<file path="src/rtl/cordic_chan_sched_if.sv">
// cordic_chan_sched_if: channel requests, rotator link and tagged results of the CORDIC channel scheduler
interface cordic_chan_sched_if #(
   parameter int NCH = 4,
   parameter int CW  = 2,
   parameter int PW  = 32
);
   logic [NCH-1:0]    in_valid;
   logic [NCH-1:0]    in_ready;
   logic [NCH*16-1:0] in_i;
   logic [NCH*16-1:0] in_q;
   logic [NCH*PW-1:0] freq;
   logic              phase_clr;
   logic [15:0]       c_i;
   logic [15:0]       c_q;
   logic [19:0]       c_ain;
   logic [17:0]       c_iout;
   logic [17:0]       c_qout;
   logic              out_valid;
   logic [CW-1:0]     out_ch;
   logic [17:0]       out_i;
   logic [17:0]       out_q;

   modport master (
      output in_valid, in_i, in_q, freq, phase_clr, c_iout, c_qout,
      input  in_ready, c_i, c_q, c_ain, out_valid, out_ch, out_i, out_q
   );

   modport slave (
      input  in_valid, in_i, in_q, freq, phase_clr, c_iout, c_qout,
      output in_ready, c_i, c_q, c_ain, out_valid, out_ch, out_i, out_q
   );
endinterface

</file>
<file path="src/rtl/cordic_chan_sched.sv">
// cordic_chan_sched: round-robin sharing of one CORDIC rotator between NCH NCO channels with a channel-tag pipeline
module cordic_chan_sched #(
   parameter int NCH = 4,
   parameter int CW  = 2,
   parameter int PW  = 32,
   parameter int LAT = 19
) (
   input logic                clk,
   input logic                rst_n,
   cordic_chan_sched_if.slave bus
);
   logic [CW-1:0]  ptr_q, ptr_d, gnt;
   logic           xfer;
   logic [NCH-1:0] rdy;
   logic [PW-1:0]  acc_q [NCH];
   logic [PW-1:0]  acc_d [NCH];
   logic [15:0]    c_i_q, c_i_d, c_q_q, c_q_d;
   logic [19:0]    c_ain_q, c_ain_d;
   logic           tag_v_q [LAT+1];
   logic           tag_v_d [LAT+1];
   logic [CW-1:0]  tag_ch_q [LAT+1];
   logic [CW-1:0]  tag_ch_d [LAT+1];
   logic           out_valid_q, out_valid_d;
   logic [CW-1:0]  out_ch_q, out_ch_d;
   logic [17:0]    out_i_q, out_i_d, out_q_q, out_q_d;

   // Round-robin grant: first requesting channel at or above the pointer, wrapping
   always_comb begin
      logic [CW:0] idx;
      idx  = '0;
      xfer = 1'b0;
      gnt  = '0;
      for (int j = 0; j < NCH; j++) begin
         idx = {1'b0, ptr_q} + (CW+1)'(j);
         if (idx >= (CW+1)'(NCH))
            idx = idx - (CW+1)'(NCH);
         if (!xfer && bus.in_valid[idx[CW-1:0]]) begin
            xfer = 1'b1;
            gnt  = idx[CW-1:0];
         end
      end
      rdy   = xfer ? (NCH'(1) << gnt) : '0;
      ptr_d = !xfer ? ptr_q : (gnt == CW'(NCH-1)) ? '0 : gnt + 1'b1;
   end

   assign bus.in_ready = rdy;

   // Issue the granted sample with its pre-update phase and advance that channel's NCO
   always_comb begin
      logic          hit;
      logic [PW-1:0] fk;
      hit     = 1'b0;
      fk      = '0;
      c_i_d   = xfer ? bus.in_i[16*gnt +: 16] : c_i_q;
      c_q_d   = xfer ? bus.in_q[16*gnt +: 16] : c_q_q;
      c_ain_d = !xfer ? c_ain_q : bus.phase_clr ? 20'h0 : acc_q[gnt][PW-1 -: 20];
      for (int k = 0; k < NCH; k++) begin
         hit      = xfer && (gnt == CW'(k));
         fk       = bus.freq[PW*k +: PW];
         acc_d[k] = bus.phase_clr ? (hit ? fk : '0) : (hit ? acc_q[k] + fk : acc_q[k]);
      end
   end

   // Channel tags ride alongside the rotator latency; results are captured when a valid tag emerges
   always_comb begin
      tag_v_d[0]  = xfer;
      tag_ch_d[0] = gnt;
      for (int j = 1; j <= LAT; j++) begin
         tag_v_d[j]  = tag_v_q[j-1];
         tag_ch_d[j] = tag_ch_q[j-1];
      end
      out_valid_d = tag_v_q[LAT];
      out_ch_d    = tag_v_q[LAT] ? tag_ch_q[LAT] : out_ch_q;
      out_i_d     = tag_v_q[LAT] ? bus.c_iout : out_i_q;
      out_q_d     = tag_v_q[LAT] ? bus.c_qout : out_q_q;
   end

   // State registers; reset drops every in-flight tag so the unreset rotator cannot emit stale results
   always_ff @(posedge clk or negedge rst_n) begin
      if (!rst_n) begin
         ptr_q       <= '0;
         c_i_q       <= '0;
         c_q_q       <= '0;
         c_ain_q     <= '0;
         out_valid_q <= 1'b0;
         out_ch_q    <= '0;
         out_i_q     <= '0;
         out_q_q     <= '0;
         for (int k = 0; k < NCH; k++)
            acc_q[k] <= '0;
         for (int j = 0; j <= LAT; j++) begin
            tag_v_q[j]  <= 1'b0;
            tag_ch_q[j] <= '0;
         end
      end else begin
         ptr_q       <= ptr_d;
         c_i_q       <= c_i_d;
         c_q_q       <= c_q_d;
         c_ain_q     <= c_ain_d;
         out_valid_q <= out_valid_d;
         out_ch_q    <= out_ch_d;
         out_i_q     <= out_i_d;
         out_q_q     <= out_q_d;
         for (int k = 0; k < NCH; k++)
            acc_q[k] <= acc_d[k];
         for (int j = 0; j <= LAT; j++) begin
            tag_v_q[j]  <= tag_v_d[j];
            tag_ch_q[j] <= tag_ch_d[j];
         end
      end
   end

   assign bus.c_i       = c_i_q;
   assign bus.c_q       = c_q_q;
   assign bus.c_ain     = c_ain_q;
   assign bus.out_valid = out_valid_q;
   assign bus.out_ch    = out_ch_q;
   assign bus.out_i     = out_i_q;
   assign bus.out_q     = out_q_q;
endmodule

</file>
<file path="src/flat_wrapper.sv">
// flat-port wrapper written by rule: the top's interface ports become plain ports
module cordic_chan_sched_flat 
#(
   parameter int NCH = 4,
   parameter int CW  = 2,
   parameter int PW  = 32,
   parameter int LAT = 19
)
  (clk, rst_n, bus_in_valid, bus_in_i, bus_in_q, bus_freq, bus_phase_clr, bus_c_iout, bus_c_qout, bus_in_ready, bus_c_i, bus_c_q, bus_c_ain, bus_out_valid, bus_out_ch, bus_out_i, bus_out_q);
  cordic_chan_sched_if #(.NCH(NCH), .CW(CW), .PW(PW)) bus_i ();
  input logic clk;
  input logic rst_n;
  input wire logic [$bits(bus_i.in_valid)-1:0] bus_in_valid;
  input wire logic [$bits(bus_i.in_i)-1:0] bus_in_i;
  input wire logic [$bits(bus_i.in_q)-1:0] bus_in_q;
  input wire logic [$bits(bus_i.freq)-1:0] bus_freq;
  input wire logic [$bits(bus_i.phase_clr)-1:0] bus_phase_clr;
  input wire logic [$bits(bus_i.c_iout)-1:0] bus_c_iout;
  input wire logic [$bits(bus_i.c_qout)-1:0] bus_c_qout;
  output wire logic [$bits(bus_i.in_ready)-1:0] bus_in_ready;
  output wire logic [$bits(bus_i.c_i)-1:0] bus_c_i;
  output wire logic [$bits(bus_i.c_q)-1:0] bus_c_q;
  output wire logic [$bits(bus_i.c_ain)-1:0] bus_c_ain;
  output wire logic [$bits(bus_i.out_valid)-1:0] bus_out_valid;
  output wire logic [$bits(bus_i.out_ch)-1:0] bus_out_ch;
  output wire logic [$bits(bus_i.out_i)-1:0] bus_out_i;
  output wire logic [$bits(bus_i.out_q)-1:0] bus_out_q;
  assign bus_i.in_valid = bus_in_valid;
  assign bus_i.in_i = bus_in_i;
  assign bus_i.in_q = bus_in_q;
  assign bus_i.freq = bus_freq;
  assign bus_i.phase_clr = bus_phase_clr;
  assign bus_i.c_iout = bus_c_iout;
  assign bus_i.c_qout = bus_c_qout;
  assign bus_in_ready = bus_i.in_ready;
  assign bus_c_i = bus_i.c_i;
  assign bus_c_q = bus_i.c_q;
  assign bus_c_ain = bus_i.c_ain;
  assign bus_out_valid = bus_i.out_valid;
  assign bus_out_ch = bus_i.out_ch;
  assign bus_out_i = bus_i.out_i;
  assign bus_out_q = bus_i.out_q;
  cordic_chan_sched #(.NCH(NCH), .CW(CW), .PW(PW), .LAT(LAT)) u_core (.clk(clk), .rst_n(rst_n), .bus(bus_i));
endmodule
</file>
<file path="config.mk">
export PLATFORM = sky130hd
export DESIGN_NAME = cordic_chan_sched_flat
export DESIGN_NICKNAME = d
export VERILOG_FILES = /design/src/rtl/cordic_chan_sched_if.sv /design/src/rtl/cordic_chan_sched.sv /design/src/flat_wrapper.sv
export SDC_FILE = /design/constraint.sdc
export NUM_CORES = 1
export LEC_CHECK = 0
export ABC_CLOCK_PERIOD_IN_PS = 3200
export BUFFER_PORTS_ARGS = -buffer_cell sky130_fd_sc_hd__buf_2
export CORE_MARGIN = 1
export CORE_UTILIZATION = 30
export CTS_BUF_LIST = sky130_fd_sc_hd__clkbuf_4 sky130_fd_sc_hd__clkbuf_8
export CTS_CLUSTER_DIAMETER = 200
export DETAILED_ROUTE_END_ITERATION = 16
export GPL_TIMING_DRIVEN = 0
export PLACE_DENSITY_LB_ADDON = 0.05
export SETUP_SLACK_MARGIN = 0.5
export SLEW_MARGIN = 20
export SYNTH_ARGS = -nofsm -noshare
export SYNTH_HDL_FRONTEND = slang
export SYNTH_SLANG_ARGS = --single-unit
</file>
<file path="constraint.sdc">
create_clock -name clk -period 3.2 [get_ports clk]
set_clock_uncertainty 0.2 [all_clocks]
set_input_delay 0.16 -clock clk [delete_from_list [all_inputs] [get_ports clk]]
set_output_delay 0.16 -clock clk [all_outputs]
set_load 0.01 [all_outputs]
</file>
==> results of run 1 <==
==> worst max-delay path: cells and delay by family, from the launching register on <==
family	cells	cell delay [ns]
and+or+nand+nor	1	0.08
DFF	1	0.40
muxes	1	0.20
adders and majority gates	1	0.15
AOI/OAI and AO/OA	3	0.42
buffers and inverters	7	0.81
==> power breakdown <==
| part | internal, W | leakage (nW) | switching, W |
|---|---|---|---|
| Sequential | 0.00490 | 3.45 | 0.00118 |
| Combinational | 0.00741 | 9.22 | 0.00798 |
| Clock | 0.00230 | 0.645 | 0.00175 |
==> area by class of cell <==
cell class | instances | area [µm²]
Fill cell | 5748 | 31200
Multi-Input combinational cell | 1636 | 12200
Sequential cell | 281 | 7050
Timing Repair Buffer | 835 | 6570
Clock buffer | 89 | 1120
Tap cell | 782 | 978
Buffer | 107 | 971
Inverter | 29 | 139
Clock inverter | 10 | 85.1
Antenna cell | 4 | 10.0
==> final timing paths <==
path	start	to	slack, ns	cells after the start
hold reg to reg	u_core.tag_v_d[7]	u_core.tag_v_d[6]	0.12	0
setup reg to reg	u_core.acc_q[32]	u_core.acc_q[60]	0.10	12
hold / removal	bus_freq[34]	u_core.acc_q[66]	0.05	6
max in group asynchronous	rst_n	u_core.tag_ch_d[36]	1.59	5
min in group asynchronous	rst_n	u_core.bus.out_i[5]	0.44	4
setup / recovery	u_core.ptr_q[1]	bus_in_ready[2]	0.09	13
==> metal layers <==
metal	vias to the layer above	part of all wire, %	GRT usage (%)
met1	9437	44	30.6
met2	509	48	39.7
met4	0	2.8	8.08
li1	9280	-	-
met5	-	0	0
met3	129	4.8	3.72
==> logic make-up after synthesis <==
family | share of synthesized area (%)
compound gates | 21.5
buf+inv | 2.94
mux | 6.59
flops | 38.3
simple gates | 16.6
xor+xnor | 4.96
fa+ha+maj | 9.16
==> cell usage in the layout (no fill, tap or decap), types with 49 or more instances in the layout <==
| cell | instances |
|---|---|
| buf_2 | 389 |
| xor2_1 | 49 |
| xnor2_1 | 50 |
| nand2_1 | 258 |
| buf_4 | 76 |
| nand3_1 | 145 |
| a21o_1 | 49 |
| dlygate4sd3_1 | 309 |
| clkbuf_8 | 77 |
| a21oi_1 | 136 |
| dfrtp_1 | 269 |
| nor2_1 | 100 |
| ha_1 | 97 |
| o21ai_1 | 118 |
| o21ai_0 | 108 |
==> through the flow <==
stage	instances	TNS, ns
after floorplan	2053	0
after global placement	3227	-1222.70
after detailed placement	3230	-76.77
after CTS	3733	-0.000173
after global routing	3773	-0.101
final	3773	0
==> sequential cells by signal (all words and copies together), names as in the netlist, 2 cells and up <==
signal,count
u_core.acc_q,128
u_core.bus.c_i,16
u_core.ptr_q,2
u_core.tag_v_d,19
u_core.bus.out_q,18
u_core.bus.c_q,16
u_core.bus.out_ch,2
u_core.bus.out_i,18
u_core.bus.c_ain,20
u_core.tag_ch_d,38
u_core.tag_ch_q,2
==> timing repair <==
action | CTS | global route
pin swaps | 128 | 115
gates resized for setup | 387 | 201
hold buffers | 310 | 0
setup buffers | 92 | 29
cloned | 2 | 7
setup endpoints to repair | 185 | 161
endpoints found under the hold margin | 410 | 0
==> results.sh, run 1 <==
export IMPL_worst_ep_arrival_time_ns=2.75
export IMPL_hold_viol=0
export IMPL_synth_top_area_share_pct=38.3
export IMPL_viasPerCell=5.13
export IMPL_synth_top_cell_by_area="dfrtp_1"
export IMPL_timing_critical_path_mode_cell="clkbuf_16"
export IMPL_rows=90
export IMPL_clkLatencyLatePin_ns=0.67
export IMPL_ys_seq_area_share_pct=38.3
export IMPL_wl_per_cell_um=20.1
export IMPL_place_congestion=0.898
export IMPL_synth_area_leaders="dfrtp_1, ha_1, o21ai_0, nand2_1, a21oi_1"
export IMPL_syn_nets=2484
export IMPL_cts_buffer_depth=3
export IMPL_dp_hpwl_um=52900
export IMPL_worstPathRequired_ns=2.84
export IMPL_coreArea_um2=60400
export IMPL_synthTopCellsByCount="dfrtp_1, nand2_1, o21ai_0"
export IMPL_power_per_cell_area_nw_per_um2=875
export IMPL_max_stage_delay_ns=0.40
export IMPL_critical_path_class="flip-flop to output pin"
export IMPL_antenna_found_initial=4
export IMPL_routed_wl_um=75700
export IMPL_nets=3378
export IMPL_tightest_slew_ns=1.01
export IMPL_end_kind="output pin"
export IMPL_drcViolationCount=0
export IMPL_period_needed_ns=3.11
export IMPL_hold_class="primary input to flip-flop"
export IMPL_final_area_um2=29200
export IMPL_rsz0062_at_grt="yes"
export IMPL_maxCapViolCount=0
export IMPL_setup_viol=0
export IMPL_synthArstFlopShare_pct=100
export IMPL_synth_seq_cells=281
export IMPL_clk_pin_slew_worst_paths_ns=0.06
export IMPL_slew_headroom_pct=32.4
export IMPL_status="finished, final reports clean"
export IMPL_grt_use_total_pct=23.6
export IMPL_design_power_total_w=0.0255
export IMPL_drive_gt1_share_pct=33.1
export IMPL_grt_max_degree=83
export IMPL_cts_max_level=2
export IMPL_whs_ns=0.0465
export IMPL_via_count=19355
export IMPL_grt_pass1_vias=19609
export IMPL_yosys_cell_count_top_type="dfrtp_1"
export IMPL_area_growth_synth_to_final_pct=58.9
export IMPL_root_buffer="clkbuf_8"
export IMPL_die_w_um=249
export IMPL_slew_viol_final=0
export IMPL_io_buffer_count=392
export IMPL_timing_final_crit_share_pct=97.1
export IMPL_crit_fanout=4
export IMPL_yosysWarnings=0
export IMPL_postRouteAntennaNets=0
export IMPL_ios=394
export IMPL_vdd_drop_max_mv=0.367
export IMPL_crit_chain="mux2i_1, o22ai_1, a31oi_1, inv_1, a21oi_4, clkbuf_16, clkbuf_16, inv_8, ha_4, nand2_4, clkinv_4, clkbuf_16, buf_8"
export IMPL_worst_setup_path_start_kind="flip-flop"
export IMPL_pre_cts_slack_ns=-1.00
export IMPL_grt_pass1_wl_um=114000
export IMPL_numCtsBuffers=57
export IMPL_die_h_um=249
export IMPL_synth_edf_count=0
export IMPL_setup_slack_ns=0.0927
export IMPL_dieArea_um2=62200
export IMPL_initial_utilization_pct=30.4
export IMPL_drt_pass1_iterations=5
export IMPL_cts_sinks=281
export IMPL_synth_flop_cell="dfrtp_1"
export IMPL_netlist_instances=2053
export IMPL_yosysUniqueCellTypes=90
export IMPL_grt_ovfl_total=0
export IMPL_p_leak_nw=13.3
export IMPL_syn_area_per_cell_um2=8.94
export IMPL_dpl_instance_area_um2=21500
export IMPL_cts_tree="built"
export IMPL_slowest_stage="dfrtp_2"
export IMPL_finalCoreUtilization_pct=48.3
export IMPL_netlist_area_um2=18400
export IMPL_fmax_mhz=322
export IMPL_drt_iter0_markers=1104
Power figures use the tool's default switching activity.
==> run 2, diff against run 1 <==
Settings changed: ABC_AREA from default to 1.
==> run 2 against run 1 <==
  * Utilization decreased by 4.4 points
  * Largest cell class unchanged
  * Critical endpoint is now bus_in_ready[1]
  * Final cell count increased by 36%
  * Die area increased by 18%
  * Critical path type unchanged
  * Non-clock buffer count decreased by 30
  * Register-to-register slack improved by 0.04 ns
==> results.sh, run 2 <==
export IMPL_yosys_area_share_simple_pct=36.5
export IMPL_grt_use_total_pct=25.8
export IMPL_p_int_w=0.0166
export IMPL_clk_pin_slew_worst_paths_ns=0.06
export IMPL_hold_path_startpoint="bus_c_qout[10]"
export IMPL_synth_seq_cells=281
export IMPL_cts_max_level=2
export IMPL_timing_final_crit_share_pct=98.3
export IMPL_fmax_mhz=318
export IMPL_end_kind="output pin"
export IMPL_cts_tree="built"
export IMPL_grt_util_met2_pct=43.9
export IMPL_crit_chain="buf_6, buf_6, nand2_2, nand2_2, nand2_2, nand2_2, nor2_4, nand3_2, nand3_4, buf_12, buf_12, inv_8, ha_4, nand2_8, inv_4, buf_6, buf_6"
export IMPL_tightest_slew_ns=1.22
export IMPL_busiest_layer="met2"
export IMPL_design_power_total_w=0.0328
export IMPL_regToRegStartpoint="u_core.ptr_q[0]"
export IMPL_reg2regPathDepth=23
export IMPL_die_h_um=271
export IMPL_setup_slack_ns=0.0547
export IMPL_numCtsBuffers=59
export IMPL_ios=394
export IMPL_dpl_instance_area_um2=24900
export IMPL_p_leak_nw=16.6
export IMPL_period_needed_ns=3.15
export IMPL_antenna_found_initial=4
export IMPL_yosys_cell_count_top_type="nand2_1"
export IMPL_slowest_stage="dfrtp_1"
export IMPL_synth_edf_count=0
export IMPL_dp_hpwl_um=73200
export IMPL_grt_max_degree=85
export IMPL_syn_nets=3733
export IMPL_io_buffer_count=392
export IMPL_worst_path_buf_inv=8
export IMPL_clock_power_share_pct=13.3
export IMPL_rows=98
export IMPL_viasPerCell=4.84
export IMPL_ys_seq_area_share_pct=32.5
export IMPL_cts_sinks=281
export IMPL_worst_ep_arrival_time_ns=2.79
export IMPL_synthTopCellsByCount="nand2_1, inv_1, nor2_1"
export IMPL_coreArea_um2=71400
export IMPL_netlist_instances=3302
export IMPL_power_per_cell_area_nw_per_um2=1050
export IMPL_use_met3_pct=3.25
export IMPL_drive_gt1_share_pct=19.3
export IMPL_vdd_drop_max_mv=0.468
export IMPL_power_frac_comb_pct=68.7
export IMPL_slew_headroom_pct=18.5
export IMPL_whs_ns=0.0658
export IMPL_synth_top_cell_by_area="dfrtp_1"
export IMPL_wl_per_cell_um=19.0
export IMPL_grt_pass1_vias=24309
export IMPL_cpLargestDelayFamily="buffers and inverters"
export IMPL_maxCapViolCount=0
export IMPL_hold_class="primary input to flip-flop"
export IMPL_synth_flop_cell="dfrtp_1"
export IMPL_pre_cts_slack_ns=-0.211
export IMPL_worstPathRequired_ns=2.84
export IMPL_grtUsageMet1_pct=33.3
export IMPL_crit_fanout=6
export IMPL_layout_commonest_cell="nand2_1"
export IMPL_die_w_um=271
export IMPL_drcViolationCount=0
export IMPL_drt_pass1_iterations=8
export IMPL_place_congestion=0.926
export IMPL_nets=4582
export IMPL_hold_end="u_core.bus.out_q[10]"
export IMPL_synthArstFlopShare_pct=100
export IMPL_yosysUniqueCellTypes=32
export IMPL_setup_viol=0
export IMPL_rsz0062_at_grt="yes"
export IMPL_final_cell_mix="nand2_1, buf_2, inv_1"
export IMPL_synth_top_family_by_area="simple AND/OR/NAND/NOR gates"
export IMPL_reg2reg_slack_ns=0.14
export IMPL_hold_viol=0
export IMPL_worst_setup_path_start_kind="flip-flop"
export IMPL_cts_buffer_depth=3
export IMPL_synth_xor_area_share_pct=2.11
export IMPL_netlist_area_um2=21600
export IMPL_worstHoldPathCells=3
export IMPL_clkLatencyLatePin_ns=0.69
export IMPL_critical_path_class="flip-flop to output pin"
export IMPL_routed_wl_um=97600
export IMPL_dieArea_um2=73200
export IMPL_r2r_end="u_core.acc_q[5]"
export IMPL_top_register="u_core.acc_q"
export IMPL_postRouteAntennaNets=0
export IMPL_slew_viol_final=0
export IMPL_via_count=24893
export IMPL_final_area_um2=31300
export IMPL_switching_share_pct=49.5
export IMPL_max_stage_delay_ns=0.38
export IMPL_synthMuxAreaShare_pct=1.98
export IMPL_syn_area_per_cell_um2=6.55
export IMPL_synth_compound_area_share_pct=9.35
export IMPL_seqPwrFrac_pct=18.0
export IMPL_root_buffer="clkbuf_8"
export IMPL_status="finished, final reports clean"
export IMPL_synthAdderAreaFrac_pct=7.77
export IMPL_drt_iter0_markers=1421
export IMPL_grt_ovfl_total=0
export IMPL_initial_utilization_pct=30.3
export IMPL_grt_pass1_wl_um=145000
export IMPL_largest_register_ffs=128
export IMPL_yosysWarnings=0
export IMPL_synth_area_leaders="dfrtp_1, nand2_1, ha_1, inv_1, nand3_1"
export IMPL_switching_power_w=0.0162
export IMPL_area_growth_synth_to_final_pct=44.8
export IMPL_synth_top_area_share_pct=32.5
## run 2: changes by cell type in the layout (fill, tap and decap cells not counted), moves of 30 or more
cell / previous run / this run
a21o_1: 49 / 12
and3_1: 31 / 0
buf_2: 389 / 420
buf_4: 76 / 42
inv_1: 21 / 381
mux2i_1: 32 / 0
nand2_1: 258 / 1071
nand3_1: 145 / 270
nand4_1: 8 / 116
nor2_1: 100 / 300
o21ai_1: 118 / 45
xnor2_1: 50 / 20
## run 2: through the flow
stage                TNS, ns  instances  utilization [%]
floorplan                  0       3302                -
global placement    -1171.74       4644             34.7
detailed placement     -7.33       4648             34.9
CTS                 -0.00860       5120             42.5
global route         -0.0726       5147             43.9
finish                     0       5147             43.9
## run 2: cells by family (layout without fill, tap and decap cells)
| kind of cell | count (synthesis) | count (layout) |
|---|---|---|
| AOI/OAI and AO/OA | 386 | 386 |
| xor gates and xnor gates | 52 | 52 |
| adders and majority gates | 132 | 132 |
| buffers and inverters | 519 | 1412 |
| DFF | 281 | 281 |
| muxes | 38 | 38 |
| other | 0 | 2 |
| and+or+nand+nor | 1894 | 1894 |
## run 2: worst max path at each step
stage                               start                to  slack (ns)  cells past startpoint
final                     u_core.ptr_q[0]   bus_in_ready[1]        0.05                     17
after floorplan           u_core.ptr_q[0]  u_core.acc_q[12]        0.66                     18
after CTS                 u_core.ptr_q[0]   bus_in_ready[1]      -0.009                     17
after global placement              rst_n   u_core.acc_q[3]       -4.20                      1
after global routing      u_core.ptr_q[0]   bus_in_ready[2]       -0.03                     15
after detailed placement  u_core.ptr_q[0]  u_core.acc_q[50]       -0.21                     17
## run 2: timing repair
action                     4_1_cts  5_1_grt
cloned                           4        9
hold endpoints to repair       411        0
buffers inserted                35       16
hold buffers                   328        0
setup endpoints to repair      138      161
gates resized for setup        133      176
pin swaps                       17       28
## run 2: per-layer routing
metal | wire [µm] | part of all wire (%)
met5 | 13 | 0.013
met4 | 3760 | 3.9
met3 | 4540 | 4.6
met1 | 42900 | 44
met2 | 46400 | 48
## run 2: power by group through the flow
| stage | sequential (W) | clock (W) | combinational [W] |
|---|---|---|---|
| 5_1_grt | 0.00603 | 0.00467 | 0.0248 |
| 6_report | 0.00592 | 0.00436 | 0.0225 |
| 3_5_place_dp | 0.00592 | 0 | 0.0172 |
| 2_1_floorplan | 0.00569 | 0 | 0.0115 |
| 3_3_place_gp | 0.00594 | 0 | 0.0172 |
| 4_1_cts | 0.00588 | 0.00453 | 0.0201 |
## run 2: worst register-to-register path: cells and delay by family, from the launching register on
| family | cells | cell delay [ns] |
|---|---|---|
| AND/OR/NAND/NOR | 12 | 0.84 |
| flip-flops | 1 | 0.38 |
| buffers and inverters | 10 | 1.39 |
| adder cells (fa/ha/maj) | 1 | 0.16 |
## run 2: cell type report
class                           instances  area (µm²)
Multi-Input combinational cell       2502       13000
Sequential cell                       281        7030
Fill cell                            7588       40000
Clock inverter                         16         144
Buffer                                124         977
Timing Repair Buffer                  788        6210
Clock buffer                           89        1180
Tap cell                              950        1190
Inverter                              395        1560
Antenna cell                            2        5.00
